[src/rtl/hc595_chain_driver.sv]
// +--------------------------------------------------------------------------+
// | hc595_chain_driver                                                       |
// | Shifts {sel,seg} into two cascaded 74HC595s on change, then latches it.  |
// | Revision: 1.0                                                            |
// +--------------------------------------------------------------------------+
`default_nettype none

module hc595_chain_driver #(
  parameter int DIV = 2
) (
  input  logic       clk,
  input  logic       rstn,
  input  logic [7:0] seg,
  input  logic [7:0] sel,
  output logic       ds,
  output logic       shcp,
  output logic       stcp,
  output logic       busy
);

  typedef enum logic [1:0] {
    IDLE  = 2'd0,
    SHIFT = 2'd1,
    LATCH = 2'd2
  } state_t;

  localparam logic [7:0] CNT_LAST = 8'(DIV - 1);
  localparam logic [3:0] BIT_LAST = 4'd15;

  state_t      state, state_nx;
  logic [15:0] shreg, shreg_nx;
  logic [15:0] last_word, last_word_nx;
  logic        first, first_nx;
  logic [7:0]  cnt, cnt_nx;
  logic [3:0]  bitcnt, bitcnt_nx;
  logic        ds_nx, shcp_nx, stcp_nx, busy_nx;
  logic [15:0] word;
  logic        cnt_done;

  assign word     = {sel, seg};
  assign cnt_done = (cnt == CNT_LAST);

  always_ff @(posedge clk or negedge rstn) begin
    if (!rstn) begin
      state     <= IDLE;
      shreg     <= 16'd0;
      last_word <= 16'd0;
      first     <= 1'b1;
      cnt       <= 8'd0;
      bitcnt    <= 4'd0;
      ds        <= 1'b0;
      shcp      <= 1'b0;
      stcp      <= 1'b0;
      busy      <= 1'b0;
    end else begin
      state     <= state_nx;
      shreg     <= shreg_nx;
      last_word <= last_word_nx;
      first     <= first_nx;
      cnt       <= cnt_nx;
      bitcnt    <= bitcnt_nx;
      ds        <= ds_nx;
      shcp      <= shcp_nx;
      stcp      <= stcp_nx;
      busy      <= busy_nx;
    end
  end

  always_comb begin
    state_nx     = state;
    shreg_nx     = shreg;
    last_word_nx = last_word;
    first_nx     = first;
    cnt_nx       = cnt;
    bitcnt_nx    = bitcnt;
    ds_nx        = ds;
    shcp_nx      = shcp;
    stcp_nx      = stcp;
    busy_nx      = busy;

    case (state)
      IDLE: begin
        ds_nx   = 1'b0;
        shcp_nx = 1'b0;
        stcp_nx = 1'b0;
        busy_nx = 1'b0;
        // Inputs are sampled only here, so glitches between frames are harmless.
        if (first || (word != last_word)) begin
          shreg_nx     = word;
          last_word_nx = word;
          first_nx     = 1'b0;
          busy_nx      = 1'b1;
          ds_nx        = word[15];
          cnt_nx       = 8'd0;
          bitcnt_nx    = 4'd0;
          state_nx     = SHIFT;
        end
      end

      SHIFT: begin
        if (!cnt_done) begin
          cnt_nx = cnt + 8'd1;
        end else begin
          cnt_nx = 8'd0;
          if (!shcp) begin
            shcp_nx = 1'b1;
          end else begin
            // ds moves on the falling edge, giving a full low phase of setup.
            shcp_nx = 1'b0;
            if (bitcnt == BIT_LAST) begin
              ds_nx    = 1'b0;
              stcp_nx  = 1'b1;
              state_nx = LATCH;
            end else begin
              shreg_nx  = shreg << 1;
              ds_nx     = shreg[14];
              bitcnt_nx = bitcnt + 4'd1;
            end
          end
        end
      end

      LATCH: begin
        if (!cnt_done) begin
          cnt_nx = cnt + 8'd1;
        end else begin
          cnt_nx   = 8'd0;
          stcp_nx  = 1'b0;
          busy_nx  = 1'b0;
          state_nx = IDLE;
        end
      end

      default: begin
        state_nx = IDLE;
        ds_nx    = 1'b0;
        shcp_nx  = 1'b0;
        stcp_nx  = 1'b0;
        busy_nx  = 1'b0;
      end
    endcase
  end

endmodule

`default_nettype wire

[config.mk]
export PLATFORM = sky130hd
export DESIGN_NAME = hc595_chain_driver
export DESIGN_NICKNAME = d
export VERILOG_FILES = /design/src/rtl/hc595_chain_driver.sv
export SDC_FILE = /design/constraint.sdc
export NUM_CORES = 1
export LEC_CHECK = 0
export ABC_AREA = 1
export CORE_AREA = 2 2 92 94
export CTS_BUF_LIST = sky130_fd_sc_hd__clkbuf_2 sky130_fd_sc_hd__clkbuf_4 sky130_fd_sc_hd__clkbuf_8
export CTS_CLUSTER_SIZE = 10
export DETAILED_ROUTE_END_ITERATION = 16
export DIE_AREA = 0 0 94 96
export GPL_ROUTABILITY_DRIVEN = 0
export GPL_TIMING_DRIVEN = 0
export HOLD_SLACK_MARGIN = 0.05
export PLACE_DENSITY = 0.6
export SYNTH_ARGS = -nofsm -noshare
export SYNTH_HDL_FRONTEND = slang
export SYNTH_SLANG_ARGS = --single-unit
[constraint.sdc]
create_clock -name clk -period 1.8 [get_ports clk]
set_input_delay 0.18 -clock clk [delete_from_list [all_inputs] [get_ports clk]]
set_output_delay 0.18 -clock clk [all_outputs]
set_load 0.005 [all_outputs]
==> results.txt, run 1 <==
initial antenna violation count -> 0
core area -> 8050 µm²
# DRC -> 0
fin area -> 3330 µm²
Slew @ Worst Pin -> 0.570 ns
Final TNS setup -> 0 ns
final setup vio count -> 0
hold crit path type -> in -> async
Leakage -> 1.75 nW
routed vias/inst -> 4.68
pre-CTS setup slack -> -0.378 ns
PwrDens -> 616 nW/µm²
count of final max-slew check failures -> 0
Worst-path clk slew -> 0.10 ns
CTS buffer count -> 5
Clk Latency, worst-skew pair -> 0.32 ns
cell row count -> 33
syn_nets -> 393
CTS root buf -> clkbuf_8
wire per inst -> 12.0 µm
Final nets -> 433
delay-heaviest family, CP -> simple AND/OR/NAND/NOR gates
dpl hpwl -> 4500 µm
sequential share of the synthesized area -> 0.459
CP max FO -> 7
largest net degree at the start of global routing -> 28
fin worst setup slack -> 0.138 ns
Die Ht -> 96 µm
Avg Cell Area, Syn -> 7.39 µm²
Detailed Route Iter0 Violations -> 93
status -> finished clean
CP startpoint kind -> flip-flop
Clock Path Buffers -> 2
wirelength, routed -> 6170 µm
GR Overflow Total -> 0
crit-path cells -> nor2_2, nand3_1, nor3_2, nand2_1, o22ai_4, buf_6, buf_4, nand3_1, nand2_1
flop2flop setup slack -> 0.14 ns
yosys warns -> 0
Post-Place Cell Area -> 3080 µm²
Slowest cell on crit path -> dfrtp_1
peak supply drop -> 0.000403 V
Final Core Density -> 0.413
TritonCTS clock tree -> built
Worst Clk Skew -> 0.0122 ns
CTS Sinks -> 50
final hold violation count -> 0
First-pass DRT Iterations -> 4
Mapped Cells -> 369
fmax -> 602 MHz
initial core utilization -> 0.339
Seq cells post-synth -> 50
post-layout min period -> 1.66 ns
Yosys cell types -> 25
WP data arrival -> 1.91 ns
Top Ports -> 22
final period utilization -> 0.923
Tot GR Track Use -> 0.151
Worst Path Buf+Inv -> 2
number of global-route vias before repair -> 2352
Post-DRT Antenna Nets -> 0
Worst path max stage delay -> 0.42 ns
H-tree levels -> 2
Worst Path Required -> 2.05 ns
routed via count -> 2411
share of layout cells above drive strength 1 -> 0.115
DIE AREA -> 9020 µm²
Die Wd -> 94 µm
CP endpoint kind -> flip-flop
Mapped Area -> 2730 µm²
Max-cap violations -> 0
critical path class -> reg -> reg
fillcell total -> 855
Antenna Cells -> 0
Port Buffers -> 21
Final Power -> 2.05 mW
first-pass GRT wire length -> 10800 µm
Slew Limit Headroom -> 0.620
Layout area overhead -> 22.0%
-- cell type report --
cell class	count	area [µm²]	area share
plain buffers	12	85.1	0.0256
clock buffers	6	82.6	0.0248
clock inverters	2	16.3	0.00489
inverters	46	173	0.0519
multi-input cells	260	1270	0.381
flip-flops and latches	50	1250	0.376
well taps	105	131	0.0395
repair buffers	34	318	0.0955
-- cell usage in the layout, fill, tap and decap left out, types with 4 or more instances in the layout --
master           netlist  layout
buf_4                  1      14
clkbuf_8               0       6
clkdlybuf4s50_1        0      20
dfrtp_1               49      49
ha_1                   6       5
inv_1                 46      45
nand2_1              136     134
nand3_1               31      31
nor2_1                22      17
nor2_2                 0       4
o21ai_0               39      39
xnor2_1                5       5
xor2_1                 5       5
-- kinds of logic (layout without fill, tap and decap cells) --
kind of cell,after synthesis,count (layout),synth area share
buffers and inverters,59,100,0.0927
and+or+nand+nor,202,202,0.308
DFF,50,50,0.459
adders and majority gates,6,6,0.0275
xor gates and xnor gates,10,10,0.0321
AOI/OAI and AO/OA,42,42,0.0807
-- state kept, by name, summed over array words and instances, names as in the netlist --
| name | count |
|---|---|
| bitcnt | 4 |
| busy | 1 |
| cnt | 8 |
| ds | 1 |
| first | 1 |
| last_word | 16 |
| shcp | 1 |
| shreg | 15 |
| state | 2 |
| stcp | 1 |
-- cell usage after synthesis --
master      n  area share
o21ai_0    39       0.072
buf_2       4      0.0073
nor2_1     22       0.030
ha_1        6       0.028
a21oi_1     1      0.0018
nand4_1     2      0.0046
xnor2_1     5       0.016
or2_2       3      0.0069
buf_6       3       0.012
nor3_2      1      0.0037
nor3_1      2      0.0037
nand4_2     1      0.0046
dfstp_2     1      0.0096
nand3b_1    2      0.0055
xor2_1      5       0.016
o21a_1      1      0.0028
clkbuf_1    5      0.0069
dfrtp_1    49        0.45
buf_4       1      0.0028
inv_1      46       0.063
o22ai_2     1      0.0046
or2_1       1      0.0023
nand3_1    31       0.057
nand2_1   136        0.19
nand2_2     1      0.0023
-- power breakdown --
group	switching (mW)	internal, mW
Sequential	0.0152	1.15
Combinational	0.0881	0.0740
Clock	0.408	0.317
Total	0.511	1.54
-- worst paths after layout --
kind,start,end,cells past startpoint
max in group asynchronous,rstn,first,3
max reg2reg,cnt[7],shreg[12],9
min in group clk,first,first,2
min,rstn,last_word[3],2
max,cnt[7],shreg[12],9
min reg2reg,first,first,2
-- repair_timing --
action                                  4_1_cts  5_1_grt
endpoints found under the hold margin        23        0
resized for setup                             1       19
endpoints found under the setup margin       22       43
buffers inserted                              0       11
hold buffers                                  1        0
pin swaps                                     0        3
-- layer usage --
metal	part of all wire	routed length [µm]	GRT usage	vias up
li1	-	-	-	1231
met1	0.47	2910	0.190	1126
met5	0	0	0	-
met4	0.020	126	0.0568	0
met3	0.030	184	0.0282	12
met2	0.48	2950	0.259	42
-- stage by stage --
| stage | cells | hold WS, ns |
|---|---|---|
| 3_3_place_gp | 495 | 0.433 |
| 6_report | 515 | 0.387 |
| 3_5_place_dp | 496 | 0.211 |
| 2_1_floorplan | 369 | -0.116 |
| 4_1_cts | 504 | 0.390 |
| 5_1_grt | 515 | 0.435 |
No activity file was read; power rests on OpenSTA's default activity.
==> run 2, diff against run 1 <==
==> config.mk (replaced) <==
export PLATFORM = sky130hd
export DESIGN_NAME = hc595_chain_driver
export DESIGN_NICKNAME = d
export VERILOG_FILES = /design/src/rtl/hc595_chain_driver.sv
export SDC_FILE = /design/constraint.sdc
export NUM_CORES = 1
export LEC_CHECK = 0
export CAP_MARGIN = 20
export CORE_AREA = 2 2 67 117
export CTS_BUF_LIST = sky130_fd_sc_hd__clkbuf_2 sky130_fd_sc_hd__clkbuf_4 sky130_fd_sc_hd__clkbuf_8
export CTS_CLUSTER_SIZE = 10
export DETAILED_ROUTE_END_ITERATION = 16
export DIE_AREA = 0 0 69 119
export GPL_ROUTABILITY_DRIVEN = 0
export GPL_TIMING_DRIVEN = 0
export HOLD_SLACK_MARGIN = 0.05
export PLACE_DENSITY = 0.61
export SYNTH_ARGS = -nofsm -noshare
export SYNTH_HDL_FRONTEND = slang
export SYNTH_SLANG_ARGS = --single-unit
==> run 2 against run 1 <==
Net effect:
- the run now ends with setup timing left
- highest routed layer unchanged
- largest power group is now combinational logic
- combinational power rose to 17 times the previous value
- cell area fell by 2.8%
- routed wire length fell by 5.9%
==> results.txt, run 2 <==
final setup vio count -> 44 (+44)
commonest non-fill, non-tap cell in the layout -> dfrtp_1
Slew @ Worst Pin -> 0.464 ns (-0.106 ns)
Slew Limit Headroom -> 0.690 (+0.0703)
top flop regs -> last_word (16), shreg (15), cnt (8)
CTS buffer count -> 5 (unchanged)
CP max FO -> 6 (-1)
Most used DFF post-synth -> dfrtp_1
core area -> 7360 µm² (-8.6%)
Yosys cell types -> 43 (+72%)
CTS root buf -> clkbuf_8
most frequent cells in the layout -> dfrtp_1, o21ai_1, nand2_1, clkdlybuf4s50_1, mux2i_1
Leakage -> 1.42 nW (-18%)
Antenna Cells -> 0 (unchanged)
Max-cap violations -> 0 (unchanged)
routed via count -> 1899 (-21%)
TritonCTS clock tree -> built
Synth Area in Compound Gates -> 0.144 (+0.0635)
first-pass GRT wire length -> 9640 µm (-11%)
Tot GR Track Use -> 0.148 (-0.00324)
share of layout cells above drive strength 1 -> 0.224 (+0.110)
initial core utilization -> 0.341 (+0.00187)
Seq cells post-synth -> 50 (unchanged)
Commonest cells post-synth -> dfrtp_1, o21ai_0, nand2_1, mux2_2, mux2i_1
initial antenna violation count -> 0 (unchanged)
max reg flops -> 16 (unchanged)
syn_nets -> 261 (-34%)
status -> finished with violations
Biggest register -> last_word
critical path class -> reg -> reg
Post-DRT Antenna Nets -> 0 (unchanged)
fin worst setup slack -> -0.167 ns (-0.305 ns)
CP startpoint kind -> flip-flop
Detailed Route Iter0 Violations -> 56 (-40%)
Avg Cell Area, Syn -> 10.6 µm² (+43%)
Die Ht -> 119 µm (+24%)
Top Ports -> 22 (unchanged)
ys async rst share -> 1.00 (unchanged)
WP data arrival -> 2.21 ns (+0.30 ns)
post-layout min period -> 1.97 ns (+0.305 ns)
H-tree levels -> 2 (unchanged)
Clock Path Buffers -> 2 (unchanged)
Synth top area share -> 0.489 (+0.0397)
Layout area overhead -> 29.1%
GR Overflow Total -> 0 (unchanged)
peak supply drop -> 0.000553 V (+37%)
fmax -> 508 MHz (-15%)
CP endpoint kind -> flip-flop
dpl hpwl -> 4080 µm (-9.4%)
number of enable flip-flop cells after synthesis -> 0 (unchanged)
Mapped Cells -> 237 (-36%)
# DRC -> 0 (unchanged)
wirelength, routed -> 5810 µm (-5.9%)
main combinational cell family by area after synthesis -> compound AO/OA/AOI/OAI gates
Final nets -> 304 (-30%)
RSZ-0062 raised after global routing -> yes
largest cells by area after synthesis -> dfrtp_1, o21ai_0, mux2_2
Clk Latency, worst-skew pair -> 0.30 ns (-0.02 ns)
crit path from -> cnt[6]
hold crit path type -> in -> reg
failing checks -> setup timing
Post-Synth Simple-Gate Area -> 0.124 (-0.183)
pre-CTS setup slack -> -1.01 ns (-0.630 ns)
routed vias/inst -> 5.15 (+9.9%)
post-synthesis mux area share -> 0.123 (+0.123)
Final Core Density -> 0.440 (+0.0264)
synthesized-area fraction occupied by adder cells -> 0.0300 (+0.00243)
DIE AREA -> 8210 µm² (-9.0%)
Worst-path clk slew -> 0.09 ns (about the same)
cell row count -> 42 (+27%)
largest net degree at the start of global routing -> 36 (+29%)
final hold violation count -> 0 (unchanged)
Worst Clk Skew -> 0.00347 ns (-0.00878 ns)
number of global-route vias before repair -> 1932 (-18%)
Mapped Area -> 2510 µm² (-8.1%)
First-pass DRT Iterations -> 4 (unchanged)
sequential share of the synthesized area -> 0.500 (+0.0406)
Port Buffers -> 21 (unchanged)
count of final max-slew check failures -> 0 (unchanged)
Die Wd -> 69 µm (-27%)
yosys warns -> 0 (unchanged)
final period utilization -> 1.09 (+0.169)
post-route insts no fill -> 369 (-28%)
CTS Sinks -> 50 (unchanged)
hold path startpoint -> seg[2]
wire per inst -> 15.7 µm (+31%)
PwrDens -> 1660 nW/µm² (+170%)
Final TNS setup -> -3.84 ns (-3.84 ns)
Worst Path Required -> 2.05 ns (about the same)
most common cell in the netlist -> dfrtp_1
XOR/XNOR share of the synthesized area -> 0.0454 (+0.0133)
Synth area leader -> dfrtp_1
Post-Place Cells -> 347 (-30%)
Critical R2R Launch -> cnt[6]
==> run 2: cell count changes in the layout (fill, tap and decap cells not counted), sizes merged, moves of 6 or more <==
cell | previous run | this run
mux2i | 0 | 14
nor2 | 22 | 7
inv | 47 | 10
nand2 | 137 | 25
mux2 | 0 | 15
xor2 | 5 | 11
nand3 | 31 | 10
==> run 2: path summary, 6_finish.rpt <==
check	cells past startpoint	slack, ns	end
setup / recovery	6	-0.17	bitcnt[3]
hold / removal	3	0.25	last_word[2]
setup reg to reg	6	-0.17	bitcnt[3]
hold reg to reg	2	0.50	shreg[4]
max in group asynchronous	3	0.90	first
min in group asynchronous	2	0.32	state[0]
==> run 2: report_power, final <==
group / leakage (nW) / internal [mW] / switching [mW]
Clock: 0.0517 / 0.326 / 0.381
Combinational: 0.749 / 1.38 / 1.37
Sequential: 0.624 / 1.60 / 0.314
==> run 2: kinds of logic after synthesis <==
kind of cell               after synthesis
AOI/OAI and AO/OA                       58
xor gates and xnor gates                13
adders and majority gates                6
buffers and inverters                   19
DFF                                     50
muxes                                   29
and+or+nand+nor                         62
==> run 2: layer usage <==
metal	GRT usage	part of all wire	vias to the layer above
li1	-	-	923
met1	0.164	0.40	946
met2	0.278	0.57	22
met3	0.0178	0.019	8
met4	0.0625	0.018	0
met5	0	0	-
==> run 2: area by class of cell <==
| class | count | area [µm²] |
|---|---|---|
| Sequential cell | 50 | 1250 |
| Clock inverter | 1 | 5.00 |
| Multi-Input combinational cell | 168 | 1270 |
| Fill cell | 724 | 4120 |
| Buffer | 6 | 60.1 |
| Clock buffer | 7 | 90.1 |
| Inverter | 10 | 37.5 |
| Timing Repair Buffer | 39 | 405 |
| Tap cell | 88 | 110 |
==> run 2: critical path, stage by stage (launching register included) <==
cell and delay (ns):
dfrtp_1 0.43, nor4_4 0.30, and3_4 0.25, a41o_1 0.24
o21ai_4 0.11, or4b_1 0.48, nand3_1 0.10
==> run 2: repair_timing <==
item,in CTS,in global routing
buffers inserted,11,5
endpoints found under the hold margin,15,0
pin swaps,14,10
hold buffers,1,0
setup endpoints to repair,44,44
gates resized for setup,22,26
==> run 2: through the flow <==
stage	hold slack (ns)	area (µm²)	power [mW]
2_1_floorplan	-0.116	2540	3.60
3_3_place_gp	0.464	2860	4.20
3_5_place_dp	0.136	2880	4.27
4_1_cts	0.341	3160	5.30
5_1_grt	0.267	3230	5.77
6_report	0.246	3230	5.38
==> run 3, diff against run 2 <==
==> constraint.sdc (replaced) <==
create_clock -name clk -period 1.8 [get_ports clk]
set_input_delay 0.18 -clock clk [delete_from_list [all_inputs] [get_ports clk]]
set_output_delay 0.18 -clock clk [all_outputs]
set_load 0.01 [all_outputs]
==> results of run 3 <==
The final DEF is identical to that of run 2. Status: finished with violations: setup timing.
Among the figures that moved: total power 5.38 mW -> 5.39 mW
==> variant (flow settings as in run 1) <==
Register the output `stcp` once more, with the module's reset; this adds one clock of latency there. The other outputs are not delayed to match.
--- a/src/rtl/hc595_chain_driver.sv
+++ b/src/rtl/hc595_chain_driver.sv
@@ -28,4 +28,6 @@
   localparam logic [3:0] BIT_LAST = 4'd15;
 
+  logic stcp_s0;
+
   state_t      state, state_nx;
   logic [15:0] shreg, shreg_nx;
@@ -51,5 +53,5 @@
       ds        <= 1'b0;
       shcp      <= 1'b0;
-      stcp      <= 1'b0;
+      stcp_s0   <= 1'b0;
       busy      <= 1'b0;
     end else begin
@@ -62,5 +64,5 @@
       ds        <= ds_nx;
       shcp      <= shcp_nx;
-      stcp      <= stcp_nx;
+      stcp_s0   <= stcp_nx;
       busy      <= busy_nx;
     end
@@ -76,5 +78,5 @@
     ds_nx        = ds;
     shcp_nx      = shcp;
-    stcp_nx      = stcp;
+    stcp_nx      = stcp_s0;
     busy_nx      = busy;
 
@@ -142,4 +144,12 @@
   end
 
+  always_ff @(posedge clk or negedge rstn) begin
+    if (!rstn) begin
+      stcp <= '0;
+    end else begin
+      stcp <= stcp_s0;
+    end
+  end
+
 endmodule
 
Check against the original RTL: same outputs for any inputs over 10 cycles, from zero or initial values and one cycle with rstn low; that may be too few to reach the edited logic, so the function may still have changed.
==> variant against run 1 <==
Routed wire length decreased by 1.7%. First-iteration DRC count increased by 69%. Design area increased by 0.94%. Power increased by 0.50%. Worst setup slack got worse by 29 ps. Sequential cell count increased by 1. Clock power decreased by 2%. Area after synthesis increased by 0.92%. Largest cell class is now sequential cells.
==> variant: results (changes against run 1) <==
outcome finished, final reports clean; Mapped Nets 394 (+0.25%); XOR/XNOR share of the synthesized area 3.18% (-0.029 points); critical path endpoint shreg[6]; met3 Use GR 3.21% (+0.39 points); slew at the pin with the worst max-slew slack 448 ps (-122 ps); Detail Route met3 WL 210 µm (+14%); most frequent cells after synthesis 136 x sky130_fd_sc_hd__nand2_1, 50 x sky130_fd_sc_hd__dfrtp_1, 46 x sky130_fd_sc_hd__inv_1, 39 x sky130_fd_sc_hd__o21ai_0, 31 x sky130_fd_sc_hd__nand3_1; leading cell types by total area after synthesis sky130_fd_sc_hd__dfrtp_1 45%, sky130_fd_sc_hd__nand2_1 19%, sky130_fd_sc_hd__o21ai_0 7.1%, sky130_fd_sc_hd__inv_1 6.3%, sky130_fd_sc_hd__nand3_1 5.6%; clk cell area share 2.94% (-0.028 points); global-route wire length before repair 10600 µm (-2.0%); share of synthesized area occupied by flip-flops and latches 46.4% (+0.49 points); sum of routed wire length over all layers 6070 µm (-1.7%); utilization of the core after routing 41.7% (+0.39 points); register bit total from synthesis 51 (+2.0%); area of the multi-input gates 0.00128 mm² (+0.59%); average cell area after synthesis 7.44 µm² (+0.64%); minimum setup slack among reg-to-reg paths 110 ps (-30 ps); arrival time worst endpoint 1930 ps (+20 ps); total cell area at the placement stage 0.00311 mm² (+0.81%); number of cells in the design after placement 497 (+0.20%); wl on met1 2900 µm (-0.34%); worst-case hold slack 335 ps (-51.9 ps); final clock skew 19.3 ps (+7.09 ps); number of vias per cell 4.58 (-2.2%); detailed placer's ending HPWL 4290 µm (-4.7%); Starting DRT DRC Count 157 (+69%); met2 layer wire length in the routed design 2880 µm (-2.3%); compound-cell area share of the yosys netlist 8.00% (-0.073 points); share of final-layout standard cells stronger than drive strength 1 12.0% (+0.49 points); vias in the first global route 2313 (-1.7%); met2 capacity usage during global routing 24.7% (-1.2 points)
variant: cell types whose count changed after synthesis:
cell,before,now
sky130_fd_sc_hd__dfrtp_1,49,50
variant: report_power, final:
| group | switching, W | total (W) | internal, W |
|---|---|---|---|
| registers | 0.0000155 | 0.00118 | 0.00117 |
| clock network | 0.000396 | 0.000711 | 0.000315 |
| logic | 0.0000895 | 0.000164 | 0.0000745 |
| total | 0.000501 | 0.00206 | 0.00156 |
variant: repair_timing:
item,in CTS,in global routing
hold buffers,1,0
pin swaps,1,5
cloned,0,0
buffers inserted,0,10
endpoints found under the hold margin,15,0
endpoints found under the setup margin,22,46
resized for setup,3,24
variant: logic make-up after synthesis:
family	count (synthesis)
AO/OA/AOI/OAI	42
XOR/XNOR	10
adder cells (fa/ha/maj)	6
buffers and inverters	59
flip-flops	51
AND/OR/NAND/NOR	202
